===== config.mk =====
export PLATFORM = sky130hd
export DESIGN_NAME = lif_neuron_array
export DESIGN_NICKNAME = d
export VERILOG_FILES = /design/src/rtl/snn_pkg.sv /design/src/rtl/lif_update_core.sv /design/src/rtl/lif_neuron_array.sv
export SDC_FILE = /design/constraint.sdc
export NUM_CORES = 1
export LEC_CHECK = 0
export CORE_MARGIN = 4
export CORE_UTILIZATION = 52
export CTS_CLUSTER_DIAMETER = 50
export CTS_CLUSTER_SIZE = 25
export DETAILED_ROUTE_END_ITERATION = 16
export PLACE_DENSITY = 0.76
export SETUP_SLACK_MARGIN = 0.2
export SYNTH_ARGS = -nofsm -noshare
export SYNTH_HDL_FRONTEND = slang
export SYNTH_SLANG_ARGS = --single-unit

===== constraint.sdc =====
create_clock -name clk -period 6 [get_ports clk]
set_input_delay 1.8 -clock clk [delete_from_list [all_inputs] [get_ports clk]]
set_output_delay 1.8 -clock clk [all_outputs]
set_load 0.1 [all_outputs]

===== src/rtl/snn_pkg.sv =====
// rtl/snn_pkg.sv - shared types and arithmetic helpers for the SNN tile
package snn_pkg;

  typedef enum logic [1:0] {
    ST_IDLE = 2'd0,
    ST_RUN  = 2'd1,
    ST_DONE = 2'd2
  } state_t;

  // Unsigned add of two w-bit values, clamped to 2^w-1 instead of wrapping (w <= 31).
  function automatic logic [31:0] sat_add(input logic [31:0] a, input logic [31:0] b,
                                          input int unsigned w);
    logic [32:0] s;
    logic [32:0] lim;
    s   = {1'b0, a} + {1'b0, b};
    lim = (33'd1 << w) - 33'd1;
    return (s > lim) ? lim[31:0] : s[31:0];
  endfunction

endpackage


===== src/rtl/lif_update_core.sv =====
// rtl/lif_update_core.sv - combinational leaky-integrate-fire update for one neuron
module lif_update_core
  import snn_pkg::*;
#(
  parameter int W  = 8,
  parameter int RW = 8
) (
  input  logic [W-1:0]  v,
  input  logic [RW-1:0] count,
  input  logic [W-1:0]  current,
  input  logic [W-1:0]  threshold,
  input  logic [W-1:0]  leak,
  input  logic [RW-1:0] refrac_period,
  output logic [W-1:0]  v_next,
  output logic [RW-1:0] count_next,
  output logic          spike
);

  logic [W-1:0] sum;

  always_comb begin
    sum        = W'(sat_add(32'(v), 32'(current), W));
    v_next     = v;
    count_next = count;
    spike      = 1'b0;
    if (count != '0) begin
      // Refractory: input current is dropped and the membrane is frozen.
      count_next = count - 1'b1;
    end else if (sum >= threshold) begin
      spike      = 1'b1;
      v_next     = '0;
      count_next = refrac_period;
    end else begin
      v_next = (sum > leak) ? (sum - leak) : '0;
    end
  end

endmodule


===== src/rtl/lif_neuron_array.sv =====
// rtl/lif_neuron_array.sv - N LIF neurons sharing one time-multiplexed update datapath
module lif_neuron_array
  import snn_pkg::*;
#(
  parameter int N  = 4,
  parameter int W  = 8,
  parameter int RW = 8
) (
  input  logic           clk,
  input  logic           reset,
  input  logic           step,
  input  logic [N*W-1:0] current,
  input  logic [W-1:0]   threshold,
  input  logic [W-1:0]   leak_rate,
  input  logic [RW-1:0]  refrac_period,
  output logic           busy,
  output logic           spike_valid,
  output logic [N-1:0]   spikes,
  output logic           overrun
);

  localparam int IW = $clog2(N);
  localparam logic [IW-1:0] LAST = IW'(N - 1);

  state_t         state;
  logic [IW-1:0]  idx;
  logic [N*W-1:0] cur_sh;
  logic [W-1:0]   thr_sh;
  logic [W-1:0]   leak_sh;
  logic [RW-1:0]  rp_sh;
  logic [W-1:0]   v_mem   [N];
  logic [RW-1:0]  cnt_mem [N];
  logic [N-1:0]   spike_acc;
  logic [N-1:0]   acc_next;

  logic [W-1:0]   v_nxt;
  logic [RW-1:0]  cnt_nxt;
  logic           spk;

  lif_update_core #(.W(W), .RW(RW)) u_core (
    .v             (v_mem[idx]),
    .count         (cnt_mem[idx]),
    .current       (cur_sh[idx*W +: W]),
    .threshold     (thr_sh),
    .leak          (leak_sh),
    .refrac_period (rp_sh),
    .v_next        (v_nxt),
    .count_next    (cnt_nxt),
    .spike         (spk)
  );

  always_comb begin
    acc_next      = spike_acc;
    acc_next[idx] = spk;
  end

  assign busy    = (state != ST_IDLE);
  assign overrun = step && (state != ST_IDLE);

  always_ff @(posedge clk or posedge reset) begin
    if (reset) begin
      state       <= ST_IDLE;
      idx         <= '0;
      cur_sh      <= '0;
      thr_sh      <= '0;
      leak_sh     <= '0;
      rp_sh       <= '0;
      spike_acc   <= '0;
      spikes      <= '0;
      spike_valid <= 1'b0;
      for (int k = 0; k < N; k++) begin
        v_mem[k]   <= '0;
        cnt_mem[k] <= '0;
      end
    end else begin
      spike_valid <= 1'b0;
      case (state)
        ST_IDLE: begin
          if (step) begin
            cur_sh  <= current;
            thr_sh  <= threshold;
            leak_sh <= leak_rate;
            rp_sh   <= refrac_period;
            idx     <= '0;
            state   <= ST_RUN;
          end
        end
        ST_RUN: begin
          v_mem[idx]   <= v_nxt;
          cnt_mem[idx] <= cnt_nxt;
          spike_acc    <= acc_next;
          if (idx == LAST) begin
            // Publish at the edge entering DONE so spikes and strobe line up.
            idx         <= '0;
            spikes      <= acc_next;
            spike_valid <= 1'b1;
            state       <= ST_DONE;
          end else begin
            idx <= idx + 1'b1;
          end
        end
        ST_DONE: state <= ST_IDLE;
        default: state <= ST_IDLE;
      endcase
    end
  end

endmodule


==> flow_summary.html <==
<table>
<tr><th>Metric</th><th>Value</th></tr>
<tr><th colspan="2">Routing</th></tr>
<tr><td>Total via count in the routed design</td><td>5246</td></tr>
<tr><td>Count of nets left with antenna violations after detail routing</td><td>0</td></tr>
<tr><td>Routed wire length</td><td>16700 um</td></tr>
<tr><td>First DRT Iteration DRCs</td><td>357</td></tr>
<tr><td>1st-pass router iterations</td><td>5</td></tr>
<tr><td>Routed length per placed instance</td><td>18.8 um</td></tr>
<tr><td>Drt drc</td><td>0</td></tr>
<tr><td>Per-cell via count in the routed design</td><td>5.90</td></tr>
<tr><th colspan="2">Placed design</th></tr>
<tr><td>Estimated wirelength of the detail-placed design</td><td>11900 um</td></tr>
<tr><td>Routability-driven placement congestion ratio</td><td>0.902</td></tr>
<tr><td>Count of input and output buffers</td><td>65</td></tr>
<tr><th colspan="2">Synthesis</th></tr>
<tr><td>Sequential element share of the synthesized area</td><td>0.482</td></tr>
<tr><td>Mux contribution to synthesized area</td><td>0.164</td></tr>
<tr><td>Cell area after synthesis</td><td>6860 um^2</td></tr>
<tr><td>Main combinational cell family by area after synthesis</td><td>multiplexers</td></tr>
<tr><td>Number of synthesis warnings</td><td>0</td></tr>
<tr><td>Proportion of synthesized flip-flops having asynchronous set or reset</td><td>1.00</td></tr>
<tr><td>Post-synthesis simple-gate area fraction</td><td>0.0980</td></tr>
<tr><td>EDFF count, synth</td><td>0</td></tr>
<tr><td>Xor and xnor fraction of the mapped netlist area</td><td>0.00894</td></tr>
<tr><td>Flop and latch count out of synthesis</td><td>132</td></tr>
<tr><td>Post-Synthesis Mean Instance Area</td><td>10.6 um^2</td></tr>
<tr><td>Complex-gate fraction of the synthesized area</td><td>0.150</td></tr>
<tr><td>Predominant post-synthesis flop cell</td><td>dfrtp_1</td></tr>
<tr><td>Fraction of the mapped netlist area in adder cells</td><td>0.0606</td></tr>
<tr><td>Number of nets in the synthesized netlist</td><td>735</td></tr>
<tr><td>Number of instances in the synthesized netlist</td><td>644</td></tr>
<tr><td>Number of distinct library cells after synthesis</td><td>54</td></tr>
<tr><th colspan="2">Die</th></tr>
<tr><td>DIE AREA</td><td>15100 um^2</td></tr>
<tr><td>Total core area</td><td>12800 um^2</td></tr>
<tr><td>Ports</td><td>66</td></tr>
<tr><td>Standard-cell rows</td><td>41</td></tr>
<tr><td>Initial Utilization</td><td>0.537</td></tr>
<tr><td>Height of the die</td><td>123 um</td></tr>
<tr><td>Chip Width</td><td>123 um</td></tr>
<tr><th colspan="2">Run</th></tr>
<tr><td>Max-cap viol count</td><td>0</td></tr>
<tr><th colspan="2">GRT</th></tr>
<tr><td>Grt met3 use</td><td>0.0659</td></tr>
<tr><td>Total global routing overflow</td><td>0</td></tr>
<tr><td>Antenna violations before repair</td><td>0</td></tr>
<tr><td>Maximum number of pins on one net before global-route repair</td><td>64</td></tr>
<tr><td>Number of global-route vias before repair</td><td>5425</td></tr>
<tr><td>Global routing's busiest layer</td><td>met2</td></tr>
<tr><td>Fraction of met2 tracks used by global routing</td><td>0.395</td></tr>
<tr><td>Overall fraction of global-route tracks in use</td><td>0.240</td></tr>
<tr><td>Met1 usage in global routing</td><td>0.309</td></tr>
<tr><td>First-pass GRT wire length</td><td>27700 um</td></tr>
<tr><th colspan="2">Clocking</th></tr>
<tr><td>Clock insertion delay at the later pin of the skew report</td><td>0.42 ns</td></tr>
<tr><td>TritonCTS clock tree</td><td>built</td></tr>
<tr><td>Clock edge transition at the registers on the reported setup and hold paths</td><td>0.06 ns</td></tr>
<tr><td>Total number of H-tree levels</td><td>4</td></tr>
<tr><td>Clk root buf</td><td>clkbuf_16</td></tr>
<tr><td>Hold-fix buffer count after cts</td><td>0</td></tr>
<tr><td>Sink count of the clock tree</td><td>132</td></tr>
<tr><td>Num CTS Buffers</td><td>17</td></tr>
<tr><td>Clock Path Buffers</td><td>2</td></tr>
<tr><th colspan="2">Setup path</th></tr>
<tr><td>Endpoint kind of the worst setup timing path</td><td>register</td></tr>
<tr><td>Kind of start point of the critical path</td><td>register</td></tr>
<tr><td>Maximum net fanout on the critical path</td><td>19</td></tr>
<tr><td>Worst EP required</td><td>6.33 ns</td></tr>
<tr><td>Data arrival, critical path</td><td>5.70 ns</td></tr>
<tr><td>Startpoint-to-endpoint class of the critical path</td><td>reg -&gt; reg</td></tr>
<tr><th colspan="2">STA</th></tr>
<tr><td>Unrepaired setup endpoints after global routing</td><td>false</td></tr>
<tr><td>Setup TNS Final</td><td>0 ns</td></tr>
<tr><td>Number of hold-slack violations in the final timing report</td><td>0</td></tr>
<tr><td>Final Max Slew Viols</td><td>0</td></tr>
<tr><td>Crit share post-route</td><td>0.895</td></tr>
<tr><td>Final clock skew</td><td>0.00587 ns</td></tr>
<tr><td>Maximum clock frequency</td><td>186 MHz</td></tr>
<tr><td>Final critical delay including setup and external delays</td><td>5.37 ns</td></tr>
<tr><td>Setup Viol. Count Final</td><td>0</td></tr>
<tr><td>Worst relative slew slack</td><td>0.238</td></tr>
<tr><td>Slew @ Worst Pin</td><td>1.14 ns</td></tr>
<tr><th colspan="2">Worst hold path</th></tr>
<tr><td>Worst min-delay path class</td><td>reg -&gt; reg</td></tr>
<tr><th colspan="2">Layout</th></tr>
<tr><td>Area added between synthesis and finish</td><td>20.1%</td></tr>
<tr><td>Number of nets in the layout</td><td>795</td></tr>
<tr><td>Most frequent cells in the layout</td><td>dfrtp_1 (131), o21ai_0 (121), nand2_1 (97)</td></tr>
<tr><td>Antenna fix cells</td><td>0</td></tr>
<tr><td>Most common cell after layout, fill and taps aside</td><td>dfrtp_1</td></tr>
<tr><td>Fraction of final layout cells sized beyond drive strength 1</td><td>0.158</td></tr>
<tr><td>Final Core Density</td><td>0.645</td></tr>
<tr><th colspan="2">Outcome</th></tr>
<tr><td>Run status</td><td>completed</td></tr>
</table>
==> critical path: stages (launching register included) <==
cell	delay, ns
dfrtp_1	0.95
mux4_2	0.42
ha_1	0.23
inv_1	0.08
fa_1	0.22
nor2b_1	0.05
o21ai_0	0.19
a21boi_0	0.17
o21a_1	0.25
o21ba_2	0.22
nor3_1	0.25
ha_1	0.28
nand2b_1	0.13
a2111oi_0	0.57
o31ai_2	0.23
a2111oi_4	0.48
nand2_1	0.29
o21ai_0	0.27
==> metrics by stage <==
stage | std cells | area (um^2) | setup slack, ns | hold slack, ns
after floorplan | 644 | 6860 | 0.426 | 0.433
after global placement | 857 | 7660 | 0.807 | 0.454
after detailed placement | 857 | 7660 | 0.591 | 0.464
after CTS | 889 | 8230 | 0.532 | 0.477
after global routing | 889 | 8240 | 0.421 | 0.500
final | 889 | 8240 | 0.628 | 0.476
==> area by class of cell <==
type                       count  area (um^2)
fill                         969         4540
multi-input combinational    447         3310
sequential                   132         3300
timing repair buffer          72          701
clock buffer                  20          447
tap                          172          215
inverter                      34          130
clock inverter                12          129
==> kinds of logic after synthesis <==
group                    count (synthesis)
flip-flops                             132
buffers and inverters                   65
multiplexers                            75
adder cells (fa/ha/maj)                 32
XOR/XNOR                                 7
AND/OR/NAND/NOR                        155
AO/OA/AOI/OAI                          178
==> synthesized netlist by cell type, types with 5 or more instances <==
master,instances,area [um^2]
nor3_1,9,45.0
inv_1,33,124
mux2_2,44,495
buf_1,9,33.8
a21oi_1,16,80.1
mux4_2,20,450
nand2_1,97,364
dfrtp_1,132,3300
and2_1,5,31.3
ha_1,30,375
clkbuf_1,19,71.3
mux2i_1,7,70.1
o21ai_0,121,606
nor2_1,19,71.3
==> layer usage <==
metal,wire (um),up-vias
li1,-,2425
met1,7080,2605
met2,8300,180
met3,904,36
met4,394,0
met5,0,-
==> path summary, 6_finish.rpt <==
check	start	endpoint	slack (ns)	cells after the start
min in group asynchronous	reset	cur_sh[22]	1.86	2
hold reg to reg	cnt_mem[18]	cnt_mem[18]	0.48	2
hold / removal	cnt_mem[18]	cnt_mem[18]	0.48	2
max in group asynchronous	reset	v_mem[6]	3.14	3
setup / recovery	idx[1]	v_mem[12]	0.63	17
setup reg to reg	idx[1]	v_mem[12]	0.63	17
==> registers in the layout (all words and copies together), names as in the netlist <==
register,cells
cnt_mem,32
v_mem,32
state,2
cur_sh,32
leak_sh,8
spikes,4
spike_acc,3
idx,2
thr_sh,8
spike_valid,1
rp_sh,8
==> repair_timing <==
item | in CTS | in global routing
endpoints found under the setup margin | 0 | 19
hold endpoints to repair | 0 | 0
buffers inserted | 0 | 0
gates resized for setup | 0 | 1
Power is left out: the tool's default activity adds up to more than one toggle a clock period on the data nets, which glitch-free logic cannot reach.
